**src/rtl/uart_pkg.sv**
```systemverilog
// Shared constants for the Avalon UART: register map, bit indices, FSM states.
// Imported by the top and the FIFO.
package uart_pkg;

  localparam logic [1:0] ADDR_STATUS = 2'd0;
  localparam logic [1:0] ADDR_DATA   = 2'd1;
  localparam logic [1:0] ADDR_BAUD   = 2'd2;
  localparam logic [1:0] ADDR_CTRL   = 2'd3;

  localparam int ST_RXNE   = 0;
  localparam int ST_TXIDLE = 1;
  localparam int ST_TXFULL = 2;
  localparam int ST_RXFULL = 3;
  localparam int ST_OVR    = 4;
  localparam int ST_FERR   = 5;
  localparam int ST_TXOVF  = 6;

  localparam int CT_TXEN = 0;
  localparam int CT_RXEN = 1;
  localparam int CT_LOOP = 2;
  localparam int CT_IERX = 3;
  localparam int CT_IETX = 4;

  typedef enum logic [1:0] {
    S_IDLE,
    S_START,
    S_DATA,
    S_STOP
  } uart_state_e;

  // Very short bit periods break the half-bit sampling point.
  function automatic logic [15:0] eff_baud(input logic [15:0] b);
    return (b < 16'd4) ? 16'd4 : b;
  endfunction

endpackage

```
**src/rtl/uart_sync_fifo.sv**
```systemverilog
// Synchronous FIFO with wrap-bit pointers; push when full is honoured
// only if a pop frees a slot in the same cycle.
module uart_sync_fifo
  import uart_pkg::*;
#(
  parameter int WIDTH = 8,
  parameter int DEPTH = 16
) (
  input  logic             clock,
  input  logic             resetn,
  input  logic             push,
  input  logic             pop,
  input  logic [WIDTH-1:0] din,
  output logic [WIDTH-1:0] dout,
  output logic             full,
  output logic             empty
);

  localparam int AW = $clog2(DEPTH);

  logic [WIDTH-1:0] mem_q [DEPTH];
  logic [AW:0]      wp_q, wp_d;
  logic [AW:0]      rp_q, rp_d;
  logic             do_push, do_pop;

  assign empty = (wp_q == rp_q);
  assign full  = (wp_q[AW] != rp_q[AW]) &&
                 (wp_q[AW-1:0] == rp_q[AW-1:0]);

  assign do_pop  = pop & ~empty;
  assign do_push = push & (~full | do_pop);
  assign dout    = mem_q[rp_q[AW-1:0]];

  always_comb begin
    wp_d = wp_q + {{AW{1'b0}}, do_push};
    rp_d = rp_q + {{AW{1'b0}}, do_pop};
  end

  always_ff @(posedge clock) begin
    if (!resetn) begin
      wp_q <= '0;
      rp_q <= '0;
    end else begin
      wp_q <= wp_d;
      rp_q <= rp_d;
    end
  end

  always_ff @(posedge clock) begin
    if (resetn && do_push) begin
      mem_q[wp_q[AW-1:0]] <= din;
    end
  end

endmodule

```
**src/rtl/uart_fifo_avalon.sv**
```systemverilog
// Avalon-MM UART with TX/RX FIFOs, programmable baud, loopback,
// sticky error flags and a level interrupt.
module uart_fifo_avalon
  import uart_pkg::*;
#(
  parameter int DATA_BITS    = 8,
  parameter int TX_DEPTH     = 16,
  parameter int RX_DEPTH     = 16,
  parameter int CLKS_PER_BIT = 434
) (
  input  logic        clock,
  input  logic        resetn,
  input  logic [1:0]  address,
  input  logic        chipselect,
  input  logic        read,
  input  logic        write,
  input  logic [31:0] writedata,
  output logic [31:0] readdata,
  output logic        waitrequest,
  output logic        TX_export,
  input  logic        RX_export,
  output logic        irq
);

  localparam logic [2:0] LAST = 3'(DATA_BITS - 1);

  logic rd, wr, w1c;
  logic [15:0] baud_q, baud_d;
  logic [4:0]  ctrl_q, ctrl_d;
  logic ovr_q, ovr_d, ferr_q, ferr_d, txovf_q, txovf_d;
  logic [31:0] status_w;
  logic unused_wdata;

  logic tx_push, tx_pop, tx_full, tx_empty, tx_idle;
  logic [DATA_BITS-1:0] tx_dout;
  logic rx_push, rx_pop, rx_full, rx_empty, ferr_set;
  logic [DATA_BITS-1:0] rx_dout;

  uart_state_e txs_q, txs_d;
  logic [15:0] txcnt_q, txcnt_d, txbaud_q, txbaud_d;
  logic [2:0]  txbit_q, txbit_d;
  logic [DATA_BITS-1:0] txsh_q, txsh_d;
  logic tx_q, tx_d, tx_last, tx_load;

  uart_state_e rxs_q, rxs_d;
  logic [15:0] rxcnt_q, rxcnt_d, rxbaud_q, rxbaud_d;
  logic [2:0]  rxbit_q, rxbit_d;
  logic [DATA_BITS-1:0] rxsh_q, rxsh_d;
  logic sync1_q, sync2_q, prev_q;
  logic rx_line, rx_fall, rx_half, rx_end;

  assign rd  = chipselect & read;
  assign wr  = chipselect & write;
  assign w1c = wr && (address == ADDR_STATUS);
  assign unused_wdata = ^writedata[31:16];

  assign tx_push = wr && (address == ADDR_DATA);
  assign rx_pop  = rd && (address == ADDR_DATA) && !rx_empty;
  assign tx_idle = tx_empty && (txs_q == S_IDLE);

  assign waitrequest = 1'b0;
  assign TX_export   = tx_q;
  assign irq = (ctrl_q[CT_IERX] & ~rx_empty) |
               (ctrl_q[CT_IETX] & tx_idle);

  uart_sync_fifo #(.WIDTH(DATA_BITS), .DEPTH(TX_DEPTH)) u_tx_fifo (
    .clock (clock),
    .resetn(resetn),
    .push  (tx_push),
    .pop   (tx_pop),
    .din   (writedata[DATA_BITS-1:0]),
    .dout  (tx_dout),
    .full  (tx_full),
    .empty (tx_empty)
  );

  uart_sync_fifo #(.WIDTH(DATA_BITS), .DEPTH(RX_DEPTH)) u_rx_fifo (
    .clock (clock),
    .resetn(resetn),
    .push  (rx_push),
    .pop   (rx_pop),
    .din   (rxsh_q),
    .dout  (rx_dout),
    .full  (rx_full),
    .empty (rx_empty)
  );

  always_comb begin
    status_w = '0;
    status_w[ST_RXNE]   = ~rx_empty;
    status_w[ST_TXIDLE] = tx_idle;
    status_w[ST_TXFULL] = tx_full;
    status_w[ST_RXFULL] = rx_full;
    status_w[ST_OVR]    = ovr_q;
    status_w[ST_FERR]   = ferr_q;
    status_w[ST_TXOVF]  = txovf_q;
  end

  always_comb begin
    readdata = '0;
    if (rd) begin
      unique case (address)
        ADDR_STATUS: readdata = status_w;
        ADDR_DATA:   readdata[DATA_BITS-1:0] = rx_empty ? '0 : rx_dout;
        ADDR_BAUD:   readdata[15:0] = baud_q;
        ADDR_CTRL:   readdata[4:0]  = ctrl_q;
      endcase
    end
  end

  // A set in the same cycle as its W1C clear wins.
  always_comb begin
    baud_d  = (wr && address == ADDR_BAUD) ? writedata[15:0] : baud_q;
    ctrl_d  = (wr && address == ADDR_CTRL) ? writedata[4:0] : ctrl_q;
    ovr_d   = (ovr_q & ~(w1c & writedata[ST_OVR])) |
              (rx_push & rx_full & ~rx_pop);
    ferr_d  = (ferr_q & ~(w1c & writedata[ST_FERR])) | ferr_set;
    txovf_d = (txovf_q & ~(w1c & writedata[ST_TXOVF])) |
              (tx_push & tx_full & ~tx_pop);
  end

  always_comb begin
    txs_d    = txs_q;
    txcnt_d  = txcnt_q;
    txbit_d  = txbit_q;
    txsh_d   = txsh_q;
    txbaud_d = txbaud_q;
    tx_pop   = 1'b0;
    tx_load  = 1'b0;
    tx_last  = (txcnt_q == txbaud_q - 16'd1);
    unique case (txs_q)
      S_IDLE: tx_load = ctrl_q[CT_TXEN] & ~tx_empty;
      S_START: begin
        txcnt_d = txcnt_q + 16'd1;
        if (tx_last) begin
          txcnt_d = '0;
          txbit_d = '0;
          txs_d   = S_DATA;
        end
      end
      S_DATA: begin
        txcnt_d = txcnt_q + 16'd1;
        if (tx_last) begin
          txcnt_d = '0;
          txsh_d  = txsh_q >> 1;
          txbit_d = txbit_q + 3'd1;
          if (txbit_q == LAST) txs_d = S_STOP;
        end
      end
      S_STOP: begin
        txcnt_d = txcnt_q + 16'd1;
        if (tx_last) begin
          txcnt_d = '0;
          txs_d   = S_IDLE;
          tx_load = ctrl_q[CT_TXEN] & ~tx_empty;
        end
      end
      default: txs_d = S_IDLE;
    endcase
    if (tx_load) begin
      tx_pop   = 1'b1;
      txsh_d   = tx_dout;
      txbaud_d = eff_baud(baud_q);
      txcnt_d  = '0;
      txs_d    = S_START;
    end
    unique case (txs_d)
      S_START: tx_d = 1'b0;
      S_DATA:  tx_d = txsh_d[0];
      default: tx_d = 1'b1;
    endcase
  end

  assign rx_line = sync2_q;
  assign rx_fall = prev_q & ~sync2_q;
  assign rx_half = (rxcnt_q == (rxbaud_q >> 1));
  assign rx_end  = (rxcnt_q == rxbaud_q - 16'd1);

  always_comb begin
    rxs_d    = rxs_q;
    rxcnt_d  = rxcnt_q;
    rxbit_d  = rxbit_q;
    rxsh_d   = rxsh_q;
    rxbaud_d = rxbaud_q;
    rx_push  = 1'b0;
    ferr_set = 1'b0;
    unique case (rxs_q)
      S_IDLE: begin
        if (ctrl_q[CT_RXEN] && rx_fall) begin
          rxbaud_d = eff_baud(baud_q);
          rxcnt_d  = '0;
          rxs_d    = S_START;
        end
      end
      S_START: begin
        rxcnt_d = rxcnt_q + 16'd1;
        if (rx_half) begin
          rxcnt_d = '0;
          rxbit_d = '0;
          rxs_d   = rx_line ? S_IDLE : S_DATA;
        end
      end
      S_DATA: begin
        rxcnt_d = rxcnt_q + 16'd1;
        if (rx_end) begin
          rxcnt_d = '0;
          rxsh_d  = {rx_line, rxsh_q[DATA_BITS-1:1]};
          rxbit_d = rxbit_q + 3'd1;
          if (rxbit_q == LAST) rxs_d = S_STOP;
        end
      end
      S_STOP: begin
        rxcnt_d = rxcnt_q + 16'd1;
        if (rx_end) begin
          rxcnt_d  = '0;
          rxs_d    = S_IDLE;
          rx_push  = rx_line;
          ferr_set = ~rx_line;
        end
      end
      default: rxs_d = S_IDLE;
    endcase
  end

  always_ff @(posedge clock) begin
    if (!resetn) begin
      baud_q   <= 16'(CLKS_PER_BIT);
      ctrl_q   <= 5'h03;
      ovr_q    <= 1'b0;
      ferr_q   <= 1'b0;
      txovf_q  <= 1'b0;
      txs_q    <= S_IDLE;
      txcnt_q  <= '0;
      txbit_q  <= '0;
      txsh_q   <= '0;
      txbaud_q <= 16'd4;
      tx_q     <= 1'b1;
      rxs_q    <= S_IDLE;
      rxcnt_q  <= '0;
      rxbit_q  <= '0;
      rxsh_q   <= '0;
      rxbaud_q <= 16'd4;
      sync1_q  <= 1'b1;
      sync2_q  <= 1'b1;
      prev_q   <= 1'b1;
    end else begin
      baud_q   <= baud_d;
      ctrl_q   <= ctrl_d;
      ovr_q    <= ovr_d;
      ferr_q   <= ferr_d;
      txovf_q  <= txovf_d;
      txs_q    <= txs_d;
      txcnt_q  <= txcnt_d;
      txbit_q  <= txbit_d;
      txsh_q   <= txsh_d;
      txbaud_q <= txbaud_d;
      tx_q     <= tx_d;
      rxs_q    <= rxs_d;
      rxcnt_q  <= rxcnt_d;
      rxbit_q  <= rxbit_d;
      rxsh_q   <= rxsh_d;
      rxbaud_q <= rxbaud_d;
      sync1_q  <= ctrl_q[CT_LOOP] ? tx_q : RX_export;
      sync2_q  <= sync1_q;
      prev_q   <= sync2_q;
    end
  end

endmodule

```
**config.mk**
```make
export PLATFORM = sky130hd
export DESIGN_NAME = uart_fifo_avalon
export DESIGN_NICKNAME = d
export VERILOG_FILES = /design/src/rtl/uart_pkg.sv /design/src/rtl/uart_sync_fifo.sv /design/src/rtl/uart_fifo_avalon.sv
export SDC_FILE = /design/constraint.sdc
export NUM_CORES = 1
export LEC_CHECK = 0
export BUFFER_PORTS_ARGS = -buffer_cell sky130_fd_sc_hd__buf_2
export CAP_MARGIN = 20
export CORE_ASPECT_RATIO = 0.75
export CORE_MARGIN = 10
export CORE_UTILIZATION = 41
export CTS_CLUSTER_SIZE = 30
export DETAILED_ROUTE_END_ITERATION = 10
export PLACE_DENSITY_LB_ADDON = 0.05
export SLEW_MARGIN = 20
export SYNTH_ARGS = -nofsm -noshare
export SYNTH_HDL_FRONTEND = slang
export SYNTH_HIERARCHICAL = 1
export SYNTH_SLANG_ARGS = --single-unit
```
**constraint.sdc**
```tcl
create_clock -name clock -period 10 [get_ports clock]
set_clock_uncertainty 0.1 [all_clocks]
set_input_delay 0.5 -clock clock [delete_from_list [all_inputs] [get_ports clock]]
set_output_delay 0.5 -clock clock [all_outputs]
set_load 0.05 [all_outputs]
```
==> flow_summary.yaml <==
run_status:
  status: "finished clean"
synth:
  synthesis.area_um2: 17900
  synth_seq_area_share_pct: 58.3
  ys_warn_count: 6
  synth_edf_count: 256
  synth-async-reset-ratio_pct: 0
  postSynthCellCount: 1439
  ys.flop_type: "edfxtp_1"
  synth_cell_type_count: 76
  synth_seq_cells: 394
  avgSynthCellArea_um2: 12.5
die:
  dieHeight_um: 201
  start_util_pct: 41.4
  dieArea_um2: 52600
  rows: 66
  fp.dieW_um: 261
  io_pins: 75
  coreArea_um2: 43300
placed_design:
  dpl_worst_slack_ns: 4.32
  io_buffers: 41
  place_inst: 2000
  routabilityCongestion: 0.815
  post-dp-hpwl_um: 29700
global_route:
  grt_max_degree: 69
  gr-total-overflow: 0
  grt_pass1_wl_um: 68300
  grt_usage_pct: 16.7
  antenna_found_initial: 0
  grt_pass1_vias: 10900
worst_setup_path:
  cp-start-kind: "flop"
  arrival_ns: 5.54
  reg2regPathDepth: 12
  cp_data_required_time_ns: 10.08
  crit_fanout: 17
  criticalPathCategory: "flop to flop"
  critPathCaptureType: "flop"
final_layout:
  final_cell_mix: "edfxtp_1, dfxtp_1, nand2_1, mux2i_1, nor2_1"
  nets: 1526
  mostFrequentLayoutCell: "edfxtp_1"
  drive_above_1_share_pct: 13.5
  fin_cells: 2078
  final_util_pct: 46.3
  area_growth_syn_to_layout_pct: 11.8
cts:
  cts_tree: "built"
  clock-sinks: 394
  clk-insertion-delay-late_ns: 0.56
  root_buffer: "clkbuf_16"
  cts.clk_slew.worst_paths_ns: 0.06
  cts_made_buffers: 42
  clockBufferDepth: 3
  cts_hold_buf: 0
  cts_setup_buffers: 0
  cts.repair.resized: 0
  h-tree-depth: 2
route:
  postRouteAntennaNets: 0
  vias: 11400
  drt_iter0_drc: 973
  drcViolationCount: 0
  firstDrtPassIters: 5
  drt_wl_total_um: 44700
  wl_per_cell_um: 21.5
  vias_per_cell: 5.50
run:
  cap_violations: 0
sta:
  max_freq_mhz: 183
  maxSlewHeadroom_pct: 30.6
  post-route-period-util_pct: 54.6
  fin_setup_tns_ns: 0
  rsz0062_at_grt: "false"
  tightestPinTransition_ns: 1.04
  finalSetupViolCount: 0
  period_needed_ns: 5.46
  hold_viol: 0
  slew_violations: 0
  finalWorstSetupSlack_ns: 4.54
worst_hold_path:
  hold_depth: 3
  hold_path.class: "input port to flop"
power_and_ir_drop:
  power_density_nw_per_um2: 172
  vdd_ir_drop_max_v: 0.000129
  p_leak_nw: 6.76
## synthesized netlist by cell type, types with 3 or more instances
cell type | count | area share, %
nand2_1 | 106 | 2.2
o21ai_1 | 17 | 0.47
a22o_1 | 4 | 0.20
o31ai_1 | 4 | 0.17
a22oi_1 | 22 | 0.92
nor2_1 | 77 | 1.6
buf_1 | 6 | 0.13
buf_6 | 9 | 0.57
a21oi_1 | 65 | 1.8
nand4b_1 | 3 | 0.15
a31oi_1 | 15 | 0.52
a211oi_1 | 17 | 0.71
xnor2_1 | 49 | 2.4
o211ai_1 | 7 | 0.29
and3_1 | 14 | 0.49
xor2_1 | 36 | 1.8
mux4_1 | 17 | 2.5
clkbuf_1 | 55 | 1.2
nand3_1 | 44 | 1.2
nor3b_1 | 3 | 0.13
or4_1 | 5 | 0.21
nor4b_1 | 7 | 0.34
nand2b_1 | 16 | 0.56
o21a_1 | 4 | 0.17
edfxtp_1 | 256 | 43
buf_2 | 19 | 0.53
or2b_1 | 3 | 0.13
a211o_1 | 3 | 0.15
nor3_1 | 50 | 1.4
nor4_1 | 26 | 0.91
dfxtp_1 | 138 | 15
or3_1 | 8 | 0.28
mux2i_1 | 78 | 4.4
ha_1 | 20 | 1.4
inv_1 | 20 | 0.42
mux4_2 | 31 | 3.9
nor2b_1 | 15 | 0.52
and2_1 | 37 | 1.3
nand4_1 | 18 | 0.63
buf_4 | 21 | 0.88
o21ai_0 | 31 | 0.87
a32oi_1 | 16 | 0.78
## path summary, 6_finish.rpt
path,startpoint,end,slack [ns]
worst max-delay path,txbaud_q[0],u_tx_fifo/mem_q[14][1],4.54
worst min-delay path,writedata[9],baud_q[9],0.08
worst max register to register,txbaud_q[0],u_tx_fifo/mem_q[14][1],4.54
worst min register to register,sync1_q,rx_line,0.31
## layer usage
metal,vias up,part of all wire (%),global-route usage [%]
met3,54,5.1,3.05
met5,-,0,0
met2,218,42,23.1
li1,5436,-,-
met1,5720,52,26.4
met4,0,1.4,3.54
## flip-flops by register name, indices dropped and copies added (netlist names), 2 cells and up, named ones only
name,cells
u_tx_fifo/wp_q,5
u_rx_fifo/wp_q,5
txcnt_q,16
u_rx_fifo/rp_q,5
txbaud_q,16
ctrl_q,5
txbit_q,3
rxbit_q,3
rxbaud_q,16
txsh_q,8
u_tx_fifo/rp_q,5
rxsh_q,8
u_rx_fifo/mem_q,128
rxcnt_q,16
txs_q,2
u_tx_fifo/mem_q,128
baud_q,16
## cells by family (layout without fill, tap and decap cells)
family | count (synthesis) | after routing | share of synthesized area, %
simple gates | 449 | 449 | 13.1
flops | 394 | 394 | 58.3
compound gates | 229 | 229 | 8.33
buf+inv | 133 | 177 | 3.83
mux | 128 | 128 | 10.9
xor+xnor | 85 | 85 | 4.15
fa+ha+maj | 20 | 20 | 1.40
other cells | 1 | 18 | 0.0209
## critical path, stage by stage (launching register included)
cell	delay [ns]
dfxtp_1	0.37
inv_1	0.08
ha_1	0.17
nor4b_1	0.60
nand2_1	0.22
a2111oi_0	0.76
o31ai_2	0.25
nor4_4	0.42
a21o_1	0.55
nand2_1	0.41
inv_1	0.31
nor3_4	0.16
nor3_2	0.68
## power by group
group	internal, W	switching, W	leakage, nW	total [W]
logic	0.0000357	0.0000960	2.64	0.000132
registers	0.00173	0.0000135	3.45	0.00174
clock network	0.000905	0.000657	0.669	0.00156
total	0.00267	0.000767	6.76	0.00344
## layout make-up
cell class | instances | area (µm²)
clock inverter | 24 | 254
tap | 578 | 723
clock buffer | 53 | 1120
antenna | 1 | 2.50
sequential | 394 | 10500
fill | 3961 | 23200
multi-input combinational | 928 | 6910
inverter | 21 | 78.8
timing repair buffer | 79 | 494
## through the flow
stage          total power [W]  cell area [µm²]  hold slack, ns
2_1_floorplan          0.00187            18000           0.286
3_3_place_gp           0.00191            18600           0.300
3_5_place_dp           0.00191            18600           0.302
4_1_cts                0.00349            20000          0.0579
5_1_grt                0.00356            20000          0.0841
6_report               0.00344            20000          0.0838
(Power assumes the default switching activity.)
